--- src/rtl/matrix_pkg.sv ---
// Shared types and defaults for the 4x4 matrix serializer.
// Saturating narrowing is selected with MATRIX_SER_SAT_EN (see fxp_narrow).
package matrix_pkg;

  localparam int unsigned W_DEF       = 12;
  localparam int unsigned FXP_MUL_DEF = 1024;
  localparam int unsigned FRAC_DEF    = $clog2(FXP_MUL_DEF);

  typedef logic signed [W_DEF-1:0]   elem_t;
  typedef logic signed [2*W_DEF-1:0] acc_t;
  typedef logic [3:0][2*W_DEF-1:0]   col_t;

  typedef enum logic {
    IDLE,
    STREAM
  } ser_state_e;

endpackage

--- src/rtl/matrix_4x4_ser_fxp_narrow.sv ---
// Fixed-point narrowing: arithmetic shift right by FRAC, then fit to W bits.
// MATRIX_SER_SAT_EN defined: clamp to the W-bit signed range; else two's-complement wrap.
module fxp_narrow
  import matrix_pkg::*;
#(
  parameter int unsigned W    = W_DEF,
  parameter int unsigned FRAC = FRAC_DEF
) (
  input  logic [2*W-1:0] acc_i,
  output logic [W-1:0]   elem_o
);

  logic signed [2*W-1:0] shifted;

`ifdef MATRIX_SER_SAT_EN
  localparam logic signed [2*W-1:0] SAT_MAX = {{(W+1){1'b0}}, {(W-1){1'b1}}};
  localparam logic signed [2*W-1:0] SAT_MIN = {{(W+1){1'b1}}, {(W-1){1'b0}}};
`endif

  always_comb begin
    shifted = $signed(acc_i) >>> FRAC;
`ifdef MATRIX_SER_SAT_EN
    if (shifted > SAT_MAX) begin
      elem_o = {1'b0, {(W-1){1'b1}}};
    end else if (shifted < SAT_MIN) begin
      elem_o = {1'b1, {(W-1){1'b0}}};
    end else begin
      elem_o = W'(shifted);
    end
`else
    elem_o = W'(shifted);
`endif
  end

endmodule

--- src/rtl/matrix_4x4_ser.sv ---
// Serializes a parallel 4x4 fixed-point matrix into 16 column-major W-bit beats.
// Narrowing behaviour depends on MATRIX_SER_SAT_EN (saturate vs wrap).
module matrix_4x4_ser
  import matrix_pkg::*;
#(
  parameter int unsigned W       = W_DEF,
  parameter int unsigned FXP_MUL = FXP_MUL_DEF
) (
  input  logic                 clk,
  input  logic                 rst_n,
  input  logic                 valid_in,
  output logic                 ready_out,
  input  logic [3:0][2*W-1:0]  c1,
  input  logic [3:0][2*W-1:0]  c2,
  input  logic [3:0][2*W-1:0]  c3,
  input  logic [3:0][2*W-1:0]  c4,
  output logic                 valid_out,
  input  logic                 ready_in,
  output logic [W-1:0]         c_out,
  output logic                 last_out
);

  localparam int unsigned FRAC = $clog2(FXP_MUL);

  ser_state_e             state_q, state_d;
  logic [3:0]             idx_q, idx_d;
  logic [15:0][2*W-1:0]   mat_q, mat_d;
  logic [W-1:0]           c_out_q, c_out_d;
  logic                   valid_q, valid_d;
  logic                   last_q, last_d;
  logic                   ready_q, ready_d;

  logic [2*W-1:0]         conv_in;
  logic [W-1:0]           conv_out;

  // In IDLE the first beat comes straight from the input so it is ready on the capture edge.
  assign conv_in = (state_q == IDLE) ? c1[0] : mat_q[idx_q];

  fxp_narrow #(
    .W    (W),
    .FRAC (FRAC)
  ) u_narrow (
    .acc_i  (conv_in),
    .elem_o (conv_out)
  );

  always_comb begin
    state_d = state_q;
    idx_d   = idx_q;
    mat_d   = mat_q;
    c_out_d = c_out_q;
    valid_d = valid_q;
    last_d  = last_q;
    ready_d = ready_q;

    unique case (state_q)
      IDLE: begin
        ready_d = 1'b1;
        // ready_q gates capture so the first edge after reset release only raises ready.
        if (ready_q && valid_in) begin
          mat_d   = {c4, c3, c2, c1};
          c_out_d = conv_out;
          valid_d = 1'b1;
          last_d  = 1'b0;
          idx_d   = 4'd1;
          ready_d = 1'b0;
          state_d = STREAM;
        end
      end
      STREAM: begin
        if (valid_q && ready_in) begin
          if (last_q) begin
            valid_d = 1'b0;
            last_d  = 1'b0;
            ready_d = 1'b1;
            idx_d   = '0;
            state_d = IDLE;
          end else begin
            c_out_d = conv_out;
            last_d  = (idx_q == 4'd15);
            idx_d   = idx_q + 4'd1;
          end
        end
      end
      default: ;
    endcase
  end

  always_ff @(posedge clk or negedge rst_n) begin
    if (!rst_n) begin
      state_q <= IDLE;
      idx_q   <= '0;
      mat_q   <= '0;
      c_out_q <= '0;
      valid_q <= 1'b0;
      last_q  <= 1'b0;
      ready_q <= 1'b0;
    end else begin
      state_q <= state_d;
      idx_q   <= idx_d;
      mat_q   <= mat_d;
      c_out_q <= c_out_d;
      valid_q <= valid_d;
      last_q  <= last_d;
      ready_q <= ready_d;
    end
  end

  assign ready_out = ready_q;
  assign valid_out = valid_q;
  assign c_out     = c_out_q;
  assign last_out  = last_q;

endmodule

--- config.mk ---
export PLATFORM = sky130hd
export DESIGN_NAME = matrix_4x4_ser
export DESIGN_NICKNAME = d
export VERILOG_FILES = /design/src/rtl/matrix_pkg.sv /design/src/rtl/matrix_4x4_ser_fxp_narrow.sv /design/src/rtl/matrix_4x4_ser.sv
export SDC_FILE = /design/constraint.sdc
export NUM_CORES = 1
export LEC_CHECK = 0
export ABC_AREA = 0
export CORE_MARGIN = 2
export CORE_UTILIZATION = 39
export DETAILED_ROUTE_END_ITERATION = 10
export GPL_TIMING_DRIVEN = 0
export PLACE_DENSITY = 0.84
export SETUP_SLACK_MARGIN = 0.02
export SYNTH_ARGS = -nofsm -noshare
export SYNTH_HDL_FRONTEND = slang
export SYNTH_SLANG_ARGS = --single-unit
--- constraint.sdc ---
create_clock -name clk -period 1.5 [get_ports clk]
set_input_delay 0.225 -clock clk [delete_from_list [all_inputs] [get_ports clk]]
set_output_delay 0.225 -clock clk [all_outputs]
set_load 0.01 [all_outputs]
Word-level counts from Yosys, hierarchy flattened
Index checks and enable logic that the tools add are counted.
W data, S select, Z words.
{"block": "totals", "output_inout_bits": 15, "elab_cells": 64, "in_bits": 388, "reg_bits": 404}
{"block": "classes", "mux": 27, "reduce_logical": 7, "add_sub_neg": 1, "magnitude_cmp": 1, "bitwise": 1, "eq_ne": 5}
{"cell": "$bmux W24 S4", "count": 1}
{"cell": "$mux W22", "count": 2}
{"cell": "$mux W12", "count": 3}
{"cell": "$pmux W12 S2", "count": 1}
{"cell": "$mux W1", "count": 12}
{"cell": "$mux W4", "count": 3}
{"cell": "$pmux W1 S2", "count": 4}
{"cell": "$pmux W4 S2", "count": 1}
{"cell": "$ne A2 B1 Y1 const B", "count": 3}
{"cell": "$reduce_and A2 Y1", "count": 3}
{"cell": "$reduce_and A3 Y1", "count": 2}
{"cell": "$lt A4 B5 Y1 const B", "count": 1}
{"cell": "$add A4 B1 Y4 const B", "count": 1}
{"cell": "$eq A4 B4 Y1 const B", "count": 1}
{"cell": "$logic_and A1 B1 Y1", "count": 2}
{"cell": "$ne A2 B2 Y1 const B", "count": 1}
{"cell": "$not A1 Y1", "count": 1}

Longest topological paths before layout
{"block": "depth", "ltp_word": 6, "mapped_depth": 7, "ltp_nobuf": 4}

Hierarchy
From an unflattened synthesis, not the netlist that was laid out.
{"block": "hier_totals", "hier_cells": 1985, "hier_area_um2": 18461.5}
{"mod": "matrix_4x4_ser", "seq_area_each_um2": 10109.7, "area_each_um2": 18371.4, "cells_per_inst": 1973, "instances": 1}
{"mod": "fxp_narrow", "seq_area_each_um2": 0.0, "area_each_um2": 90.1, "cells_per_inst": 12, "instances": 1}

Least setup slack after synthesis
OpenSTA, ideal clock, no wires.
{"block": "synth_timing", "path_type": "register to register", "start": "reg last_q, in the netlist last_out", "end": "reg c_out_q[10], in the netlist c_out[10]", "path_stages_with_launch": 6, "t_required_ns": 1.371, "path_buffers": 1, "setup_slack_ns": -0.016, "setup_ns": 0.129, "arrival_ns": 1.387, "synth_period_minus_slack_ns": 1.516, "cell_sequence": "dfrtp_1 nand2b_1 a22o_1 buf_2 nor4_1 a21oi_2"}
{"block": "synth_via", "elab_chain_len": 2}
{"item": "start: declaration", "line_no": "matrix_4x4_ser.sv:30", "text": "logic last_q, last_d;"}
{"item": "start signal: assignment", "line_no": "matrix_4x4_ser.sv:104", "text": "last_q <= last_d;"}
{"item": "$ne A2 B2 Y1 (no line)"}
{"item": "$reduce_and A3 Y1 (no line)"}
{"item": "end signal: assignment", "line_no": "matrix_4x4_ser.sv:102", "text": "c_out_q <= c_out_d;"}
{"item": "end: declaration", "line_no": "matrix_4x4_ser.sv:28", "text": "logic [W-1:0] c_out_q, c_out_d;"}
No other way between the ends.
A chain may end at the register's enable or synchronous reset.

Final worst setup path
{"block": "layout_timing", "start": "reg idx_q[0]", "end": "reg c_out_q[7], in the netlist c_out[7]"}
{"block": "layout_via", "elab_chain_len": 6, "word_cells_on_any_way": 7, "cone_classes": "mux: 7"}
{"item": "start: declaration", "line_no": "matrix_4x4_ser.sv:26", "text": "logic [3:0] idx_q, idx_d;"}
{"item": "start signal: assignment", "line_no": "matrix_4x4_ser.sv:100", "text": "idx_q <= idx_d;"}
{"item": "$bmux W24 S4 *", "line_no": "matrix_4x4_ser.sv:37", "text": "assign conv_in = (state_q == IDLE) ? c1[0] : mat_q[idx_q];"}
{"item": "$mux W22 (not written as such) *", "line_no": "matrix_4x4_ser.sv:37"}
{"item": "$mux W22 *", "line_no": "matrix_4x4_ser.sv:37"}
{"item": "$mux W12", "line_no": "matrix_4x4_ser.sv:72", "text": "if (last_q) begin"}
{"item": "$mux W12", "line_no": "matrix_4x4_ser.sv:71", "text": "if (valid_q && ready_in) begin"}
{"item": "$pmux W12 S2 *", "line_no": "matrix_4x4_ser.sv:56", "text": "unique case (state_q)"}
Mark *: on every way between the ends. The rest lies on a longest branch, timed or not. The select of a mux whose other input is x is not followed.

==> qor.csv <==
stage,metric,value,unit
setup_path,cells on worst reg2reg path,6,
floorplan,die area,26500,um^2
global_route,total gr overflow,0,
finish,fillcell total,2092,
setup_path,startpoint types,register,
sta,setup TNS,-2.77,ns
place,port bufs,210,
logic_synthesis,Synthesis Warnings,0,
power_and_ir_drop,Reg power frac,34.4,%
setup_path,Crit path depth,6,
flow_run,max-cap violations,0,
floorplan,Core Area,25000,um^2
finish,multi-input logic area,4530,um^2
global_route,initial antenna violation count,3,
logic_synthesis,Post-synth EDFFs,0,
run_status,failing checks,negative setup slack,
power_and_ir_drop,net switching power,11.3,mW
worst_hold_path,class of the worst hold path,in -> reg,
setup_path,worst path required time,1.89,ns
logic_synthesis,"FFs w/ async S/R, synth",100,%
cts,Max clock buf depth,3,
setup_path,CP startpoint,idx_q[0],
logic_synthesis,Mapped Area,9820,um^2
power_and_ir_drop,Pleak,6.75,nW
global_route,first-pass GRT wire length,51000,um
power_and_ir_drop,Sw Ratio,37.8,%
sta,pins over their slew limit,0,
drt,WL final,34200,um
setup_path,crit path to,c_out[7],
cts,CTS root buffer,clkbuf_16,
setup_path,max incr delay on CP,0.37,ns
drt,number of DRC markers in iteration 0,861,
floorplan,Die Ht,163,um
global_route,GRT Total Usage,25.5,%
setup_path,r2r endpoint,c_out[7],
setup_path,Worst Setup End Kind,register,
setup_path,worst r2r src,idx_q[0],
cts,worst skew pair latency,0.52,ns
setup_path,CP dominant cell by count,buf_6,
logic_synthesis,cells after synthesis,1078,
global_route,largest net degree at the start of global routing,121,
finish,Nets,1729,
floorplan,Top-Level Pins,403,
logic_synthesis,"area leader, netlist",dfrtp_1,
drt,via count,8792,
cts,clk slew on worst S/H paths,0.07,ns
sta,Slew HR,63.8,%
finish,diode count,0,
cts,cts bufs inserted,24,
cts,CTS HTree Levels,1,
setup_path,Critical Setup Path Class,reg -> reg,
floorplan,Initial Utilization,39.3,%
floorplan,Die W,163,um
sta,RSZ-0062 raised after global routing,yes,
finish,Final Instance Count excl. Fillers,1685,
place,Placed Cells,1619,
sta,actual slew at the worst max-slew pin,0.544,ns
place,RePlAce Congestion,0.912,
sta,PnR worst setup slack,-0.271,ns
logic_synthesis,synthesis-stage register bit count,212,
setup_path,"CP delay by family, top",flip-flops,
finish,layout cells sized above 1,16.8,%
power_and_ir_drop,pwr/cell area,2090,nW/um^2
power_and_ir_drop,Clock Power Share,19.7,%
logic_synthesis,Yosys cell types,33,
logic_synthesis,Synth top cells by count,"587 x nand2_1, 212 x dfrtp_1, 60 x mux2i_1",
sta,fin crit period,1.77,ns
floorplan,row cnt,58,
drt,vias per cell,5.22,
cts,TritonCTS clock tree,yes,
logic_synthesis,top cell type's share of synthesized area,54.0,%
finish,Area growth syn-to-layout,45.4,%
drt,Post-DRT Antenna Nets,0,
logic_synthesis,main flop type after synthesis,dfrtp_1,
logic_synthesis,sequential element share of the synthesized area,54.0,%
power_and_ir_drop,Int Power,18.6,mW
logic_synthesis,syn nets,1467,
place,DP Wirelength,24200,um
logic_synthesis,synth top area cells,"dfrtp_1 54%, nand2_1 22%, mux2i_1 6.1%",
sta,Clock Skew,0.00831,ns
logic_synthesis,most numerous cell in the Yosys netlist,nand2_1,
sta,fmax,565,MHz
sta,Final Setup Violations,13,
power_and_ir_drop,worst vdd ir,948,uV
setup_path,critical path buffer and inverter count,2,
global_route,number of global-route vias before repair,8971,
finish,register area,5310,um^2
sta,Final Hold Fails,0,
drt,DR WL/cell,20.3,um
setup_path,crit-path cells,"buf_6, buf_6, mux2i_2, o22ai_2, nor4_2, a21oi_1",
drt,Pre-antenna DRT Iters,5,
setup_path,crit path DAT,2.16,ns
run_status,status,"complete, but fails checks",
power_and_ir_drop,Combinational Power Share,45.9,%
setup_path,worst-path maximum fanout,10,
cts,clock sink total,212,
logic_synthesis,"Avg Cell Area, Syn",9.11,um^2
setup_path,slowest CP cell,dfrtp_1,
setup_path,FF-to-FF setup slack,-0.27,ns
sta,crit share post-route,118,%
drt,DRC,0,
-- final cells by class --
type	instances	share of cell area, %
timing repair buffer	238	17.8
clock inverter	7	0.631
multi-input combinational	796	31.7
sequential	212	37.2
clock buffer	34	4.83
tap	330	2.89
buffer	68	4.98
-- worst min-delay path by stage --
stage / slack (ns) / depth (start not counted) / end / start
finish: 0.23 / 3 / mat_q[260] / c3[68]
global route: 0.23 / 3 / mat_q[258] / c3[66]
CTS: 0.22 / 3 / mat_q[210] / c3[18]
detailed placement: 0.30 / 1 / mat_q[330] / rst_n
global placement: 0.45 / 2 / mat_q[82] / mat_q[82]
floorplan: -0.07 / 0 / c_out[0] / rst_n
-- worst reg2reg max path, delay by kind of cell, from the launching register on --
kind / cells / cell delay (ns)
buffers and inverters: 2 / 0.33
AO/OA/AOI/OAI: 2 / 0.28
AND/OR/NAND/NOR: 1 / 0.37
multiplexers: 1 / 0.29
flip-flops: 1 / 0.37
-- layer usage --
metal	track usage [%]	vias up	wire, um
met4	7.28	4	1050
met2	40.8	436	15700
met1	34.0	4280	13800
met5	0	-	24
li1	-	4004	-
met3	7.16	68	3670
-- sequential cells by signal (all words and copies together), names as in the netlist --
signal     count
idx_q          4
valid_out      1
c_out         12
state_q        1
ready_out      1
mat_q        192
last_out       1
-- cell families (layout without fill, tap and decap cells) --
group                    after synthesis  in the layout  synth area share, %
AO/OA/AOI/OAI                         59             59                 3.43
adder cells (fa/ha/maj)                1              1                0.127
buffers and inverters                 70            347                 4.31
flip-flops                           212            212                 54.0
multiplexers                          84             84                 11.7
AND/OR/NAND/NOR                      652            652                 26.4
-- through the flow --
stage	utilization [%]	power (mW)	cell area, um^2	worst slack [ns]	hold slack, ns
floorplan	-	16.6	9840	-0.0117	-0.0706
global placement	49.5	20.3	12400	-8.58	0.451
finish	57.2	29.9	14300	-0.271	0.231
global route	57.2	31.5	14300	-0.314	0.234
CTS	55.4	28.4	13800	-0.305	0.225
detailed placement	49.6	20.7	12400	-0.811	0.301
-- repair_timing --
item	4_1_cts	5_1_grt
gates resized for setup	158	85
pin swaps	18	17
buffers inserted	14	6
hold buffers	1	0
gates cloned	2	4
setup endpoints to repair	226	318
endpoints found under the hold margin	92	0
-- power groups by stage --
stage,combinational (mW),clock [mW],sequential [mW]
after floorplan,7.04,0,9.61
after global placement,10.4,0,9.90
after detailed placement,10.7,0,10.0
after CTS,12.4,5.92,10.1
after global routing,14.8,6.16,10.5
final,13.7,5.88,10.3
-- cell usage in the layout (no fill, tap or decap), types with 3 or more instances in the layout --
| cell type | netlist | final |
|---|---|---|
| nand2_1 | 587 | 586 |
| dfrtp_1 | 212 | 208 |
| clkdlybuf4s50_1 | 0 | 194 |
| mux2i_1 | 60 | 35 |
| clkbuf_16 | 0 | 29 |
| buf_6 | 10 | 23 |
| buf_4 | 2 | 23 |
| mux4_2 | 21 | 22 |
| buf_12 | 2 | 18 |
| o21ai_0 | 29 | 18 |
| mux2i_2 | 0 | 15 |
| or2_1 | 12 | 12 |
| or3_1 | 12 | 12 |
| nor2_1 | 16 | 11 |
| dlygate4sd2_1 | 0 | 11 |
| mux2i_4 | 0 | 10 |
| buf_2 | 36 | 9 |
| clkbuf_2 | 0 | 8 |
| o21ai_1 | 0 | 7 |
| nor4_4 | 0 | 7 |
| a21oi_1 | 11 | 7 |
| o22ai_2 | 0 | 7 |
| buf_8 | 0 | 6 |
| a21oi_2 | 2 | 6 |
| clkbuf_1 | 19 | 6 |
| o22ai_1 | 12 | 5 |
| nor4_2 | 0 | 5 |
| nand3_1 | 5 | 4 |
| clkbuf_4 | 0 | 4 |
| nor2_2 | 0 | 4 |
| o21ai_2 | 0 | 4 |
| dfrtp_2 | 0 | 4 |
| clkinv_2 | 0 | 3 |
| clkbuf_8 | 0 | 3 |
| buf_16 | 0 | 3 |
Power figures use the tool's default switching activity.
==> patch 1: new RTL, config.mk and constraints unchanged <==
The package constant `FXP_MUL_DEF` goes from 1024 to 2048.
--- a/src/rtl/matrix_pkg.sv
+++ b/src/rtl/matrix_pkg.sv
@@ -4,5 +4,5 @@
 
   localparam int unsigned W_DEF       = 12;
-  localparam int unsigned FXP_MUL_DEF = 1024;
+  localparam int unsigned FXP_MUL_DEF = 2048;
   localparam int unsigned FRAC_DEF    = $clog2(FXP_MUL_DEF);
 
Function: changed (Yosys sat finds a counterexample within 4 cycles, from zero or initial values and one cycle with rst_n low).
==> patch 1 against the original RTL <==
The flow still finishes with violations (negative setup slack). Setup slack got worse by 0.13 ns. Cell area decreased by 3.5%. Synthesized area decreased by 2.7%. Sequential cell count unchanged. Total power decreased by 9.5%. Worst hold slack improved by 0.033 ns. Routed wire length decreased by 14%. Largest power group unchanged.
==> patch 1: results <==
group,metric,value,unit
power,p_leak,5.814,nW
critical_path,cp_slowest_stage_delay,0.55,ns
synth,ys_warn_count,0,
routing,drt_pass1_iterations,4,
global_routing,antenna_found_initial,2,
sta,setup_viol,84,
sta,setup_tns,-7.884,ns
synth,synth_area_leaders,"dfrtp_1, mux2_2, mux4_2",
routing,drt-initial-drc-count,399,
critical_path,critical_path.top_delay_family,"multiplexers",
critical_path,crit_path_start,"idx_q[1]",
place,placed_area,0.01209,mm2
cts,post_cts_buffers,13,
cts,numCtsBuffers,24,
power,p_total,27.03,mW
global_routing,grt_first_pass_wirelength,42.72,mm
synth,ys_types,30,
place,gp_congestion,0.9063,
cts,post_cts_resized,113,
sta,holdWs,0.2646,ns
cells_and_area,fin_nets,1285,
global_routing,grt_max_degree,118,
global_routing,grtUsageTotal,22.14,%
place,place_inst,1167,
place,place_hpwl,20.50,mm
critical_path,crit_end,"c_out[6]",
critical_path,cpMaxStageDelayCell,"mux4_2",
sta,slew-limit-headroom,59.41,%
run_status,outcome,"finished, violations left",
global_routing,grt_pass1_vias,7246,
critical_path,arrival,2.30,ns
sta,fin_skew,0.006701,ns
power,ir_drop,1.113,mV
min_path,hold_class,"in -> async",
sta,timing.final.ws_setup,-0.4000,ns
cts,hold_buffers,1,
cells_and_area,drive_above_1_share,39.04,%
run_status,violations,"negative setup slack",
power,sw_frac_of_total,30.70,%
cts,cts_max_level,1,
place,place_ws,-0.7496,ns
synth,avgSynthCellArea,15.11,um2
synth,syn-num-nets,1021,
synth,synth_seq_area_share,55.54,%
routing,wl_per_cell,23.84,um
critical_path,rr_worst_depth,5,
synth,synth_common_cells,"dfrtp_1, mux2_2, mux2i_1",
power,power_combinational,10.9,mW
critical_path,cp_max_fo,8,
routing,via_per_inst,5.331,
routing,vias,6600,
-- patch 1: changes by cell type after synthesis, sizes merged, moves of 14 or more --
cell	delta
mux2i	-27
buf	-16
nand2	-556
mux4	+14
o21ai	-25
mux2	+192
-- patch 1: area by class of cell --
cell class,count,area (um2)
diodes,2,5.005
plain buffers,41,615.6
clock buffers,36,696.9
clock inverters,6,111.4
fillers,1886,10400
multi-input cells,377,4035
flip-flops and latches,212,5309
well taps,324,405.4
repair buffers,240,2603
-- patch 1: routing by layer --
metal	wire, um	track usage, %	part of all wire (%)	vias to the layer above
li1	-	-	-	2877
met1	11880	28.42	40	3390
met2	14340	36.25	49	267
met3	1957	4.700	6.6	66
met4	1334	10.07	4.5	0
met5	0	0	0	-
-- patch 1: cell families (layout without fill, tap and decap cells) --
group,Yosys count,after routing,synth area share (%)
DFF,212,212,55.54
buffers and inverters,43,323,2.345
other,0,2,0
AOI/OAI and AO/OA,32,32,2.122
adders and majority gates,1,1,0.1310
muxes,263,263,35.45
and+or+nand+nor,81,81,4.415
==> patch 2: new RTL, config.mk and constraints unchanged <==
Made on the original files. Reset style: synchronous (`rst_n`), changed in one clocked block.
--- a/src/rtl/matrix_4x4_ser.sv
+++ b/src/rtl/matrix_4x4_ser.sv
@@ -87,5 +87,5 @@
   end
 
-  always_ff @(posedge clk or negedge rst_n) begin
+  always_ff @(posedge clk) begin
     if (!rst_n) begin
       state_q <= IDLE;
Function: differs if rst_n is asserted again (counterexample within 4 cycles, from zero or initial values and one cycle with rst_n low); with rst_n held inactive, the same outputs for 10 cycles.
==> patch 2 against the original RTL <==
Largest cell class is now multi-input combinational cells. Setup slack got worse by 0.040 ns. Routed wire length shrank 1.8%. The flow still finishes with violations (negative setup slack). Cell area down 4.6%. Fmax is 2.2% lower. Clock skew rose by 0.00090 ns. Synthesized area is 3.3% lower. Via count up 1.6%. Sequential cell count unchanged.
Power is not compared: it rests on default switching activity, and its combinational part moved more than twofold at a synthesized area within 25%.
==> patch 2: results <==
group,metric,value,unit
run_status,outcome,"finished, violations left",
run_status,violations,"negative setup slack",
place,placed_area,0.01212,mm2
synth,async_flop_share,0,%
global_routing,antenna_found_initial,0,
cells_and_area,fin_cells,1680,
place,place_hpwl,25.15,mm
critical_path,arrival,2.20,ns
routing,dr_wl_met3,2.870,mm
cells_and_area,drive_above_1_share,16.46,%
synth,syn-num-nets,1480,
place,gp_congestion,0.9787,
synth,avgSynthCellArea,8.701,um2
place,place_inst,1625,
routing,drt-initial-drc-count,692,
synth,synth_area_leaders,"dfxtp_1, nand2_1, a21boi_0",
routing,via_per_inst,5.315,
cells_and_area,fin_area,0.01362,mm2
synth,synth_seq_area_share,44.71,%
routing,wl,33.55,mm
place,place_ws,-1.032,ns
routing,wl_met1,13.97,mm
routing,dr_wl_met2,15.28,mm
routing,top_layer,"met4",
global_routing,grt_first_pass_wirelength,49.64,mm
sta,setup_viol,12,
cts,numCtsBuffers,23,
sta,timing.final.ws_setup,-0.3112,ns
synth,synth_common_cells,"nand2_1, dfxtp_1, a21boi_0",
## patch 2: timing repair
action / in CTS / in global routing
endpoints found under the setup margin: 217 / 149
buffers inserted: 9 / 4
pin swaps: 15 / 5
resized for setup: 159 / 93
gates cloned: 3 / 0
## patch 2: power by group through the flow
| stage | registers [mW] | logic [mW] | clock network (mW) |
|---|---|---|---|
| floorplan | 6.17 | 0.928 | 0 |
| global placement | 6.23 | 1.88 | 0 |
| detailed placement | 6.24 | 1.90 | 0 |
| CTS | 6.13 | 2.06 | 5.67 |
| global route | 6.16 | 2.29 | 5.89 |
| finish | 6.14 | 2.15 | 5.66 |
## patch 2: final timing paths
check / startpoint / endpoint / cells after the start
hold / removal: c2[40] / mat_q[136] / 3
setup / recovery: idx_q[1] / c_out[9] / 6
setup reg to reg: idx_q[1] / c_out[9] / 6
hold reg to reg: c_out[5] / c_out[5] / 2
## patch 2: cell families (layout without fill, tap and decap cells)
family                     count (synthesis)  count (layout)  synth area share, %
and+or+nand+nor                          449             449                19.20
AOI/OAI and AO/OA                        264             264                20.54
DFF                                      212             212                44.71
buffers and inverters                     93             357                4.574
muxes                                     72              72                10.85
adders and majority gates                  1               1               0.1318
other                                      0               1                    0
## patch 2: cell type report
cell class | count | share of cell area, %
repair buffers | 226 | 16.71
plain buffers | 90 | 5.275
clock inverters | 10 | 0.7811
inverters | 1 | 0.02757
flip-flops and latches | 212 | 31.26
diodes | 1 | 0.01838
clock buffers | 30 | 4.714
multi-input cells | 786 | 38.24
well taps | 324 | 2.977
## patch 2: critical path, stage by stage, from the launching register on
cell and delay (ns):
dfxtp_2 0.35, buf_12 0.15, buf_16 0.13, mux4_2 0.50, nand2b_4 0.17, a211oi_4 0.30
o21ai_1 0.08
## patch 2: per-layer routing
layer  vias to the layer above  track usage [%]
li1                       4191                -
met1                      4228            33.66
met2                       427            41.74
met3                        83            3.429
met4                         0            9.787
met5                         -                0
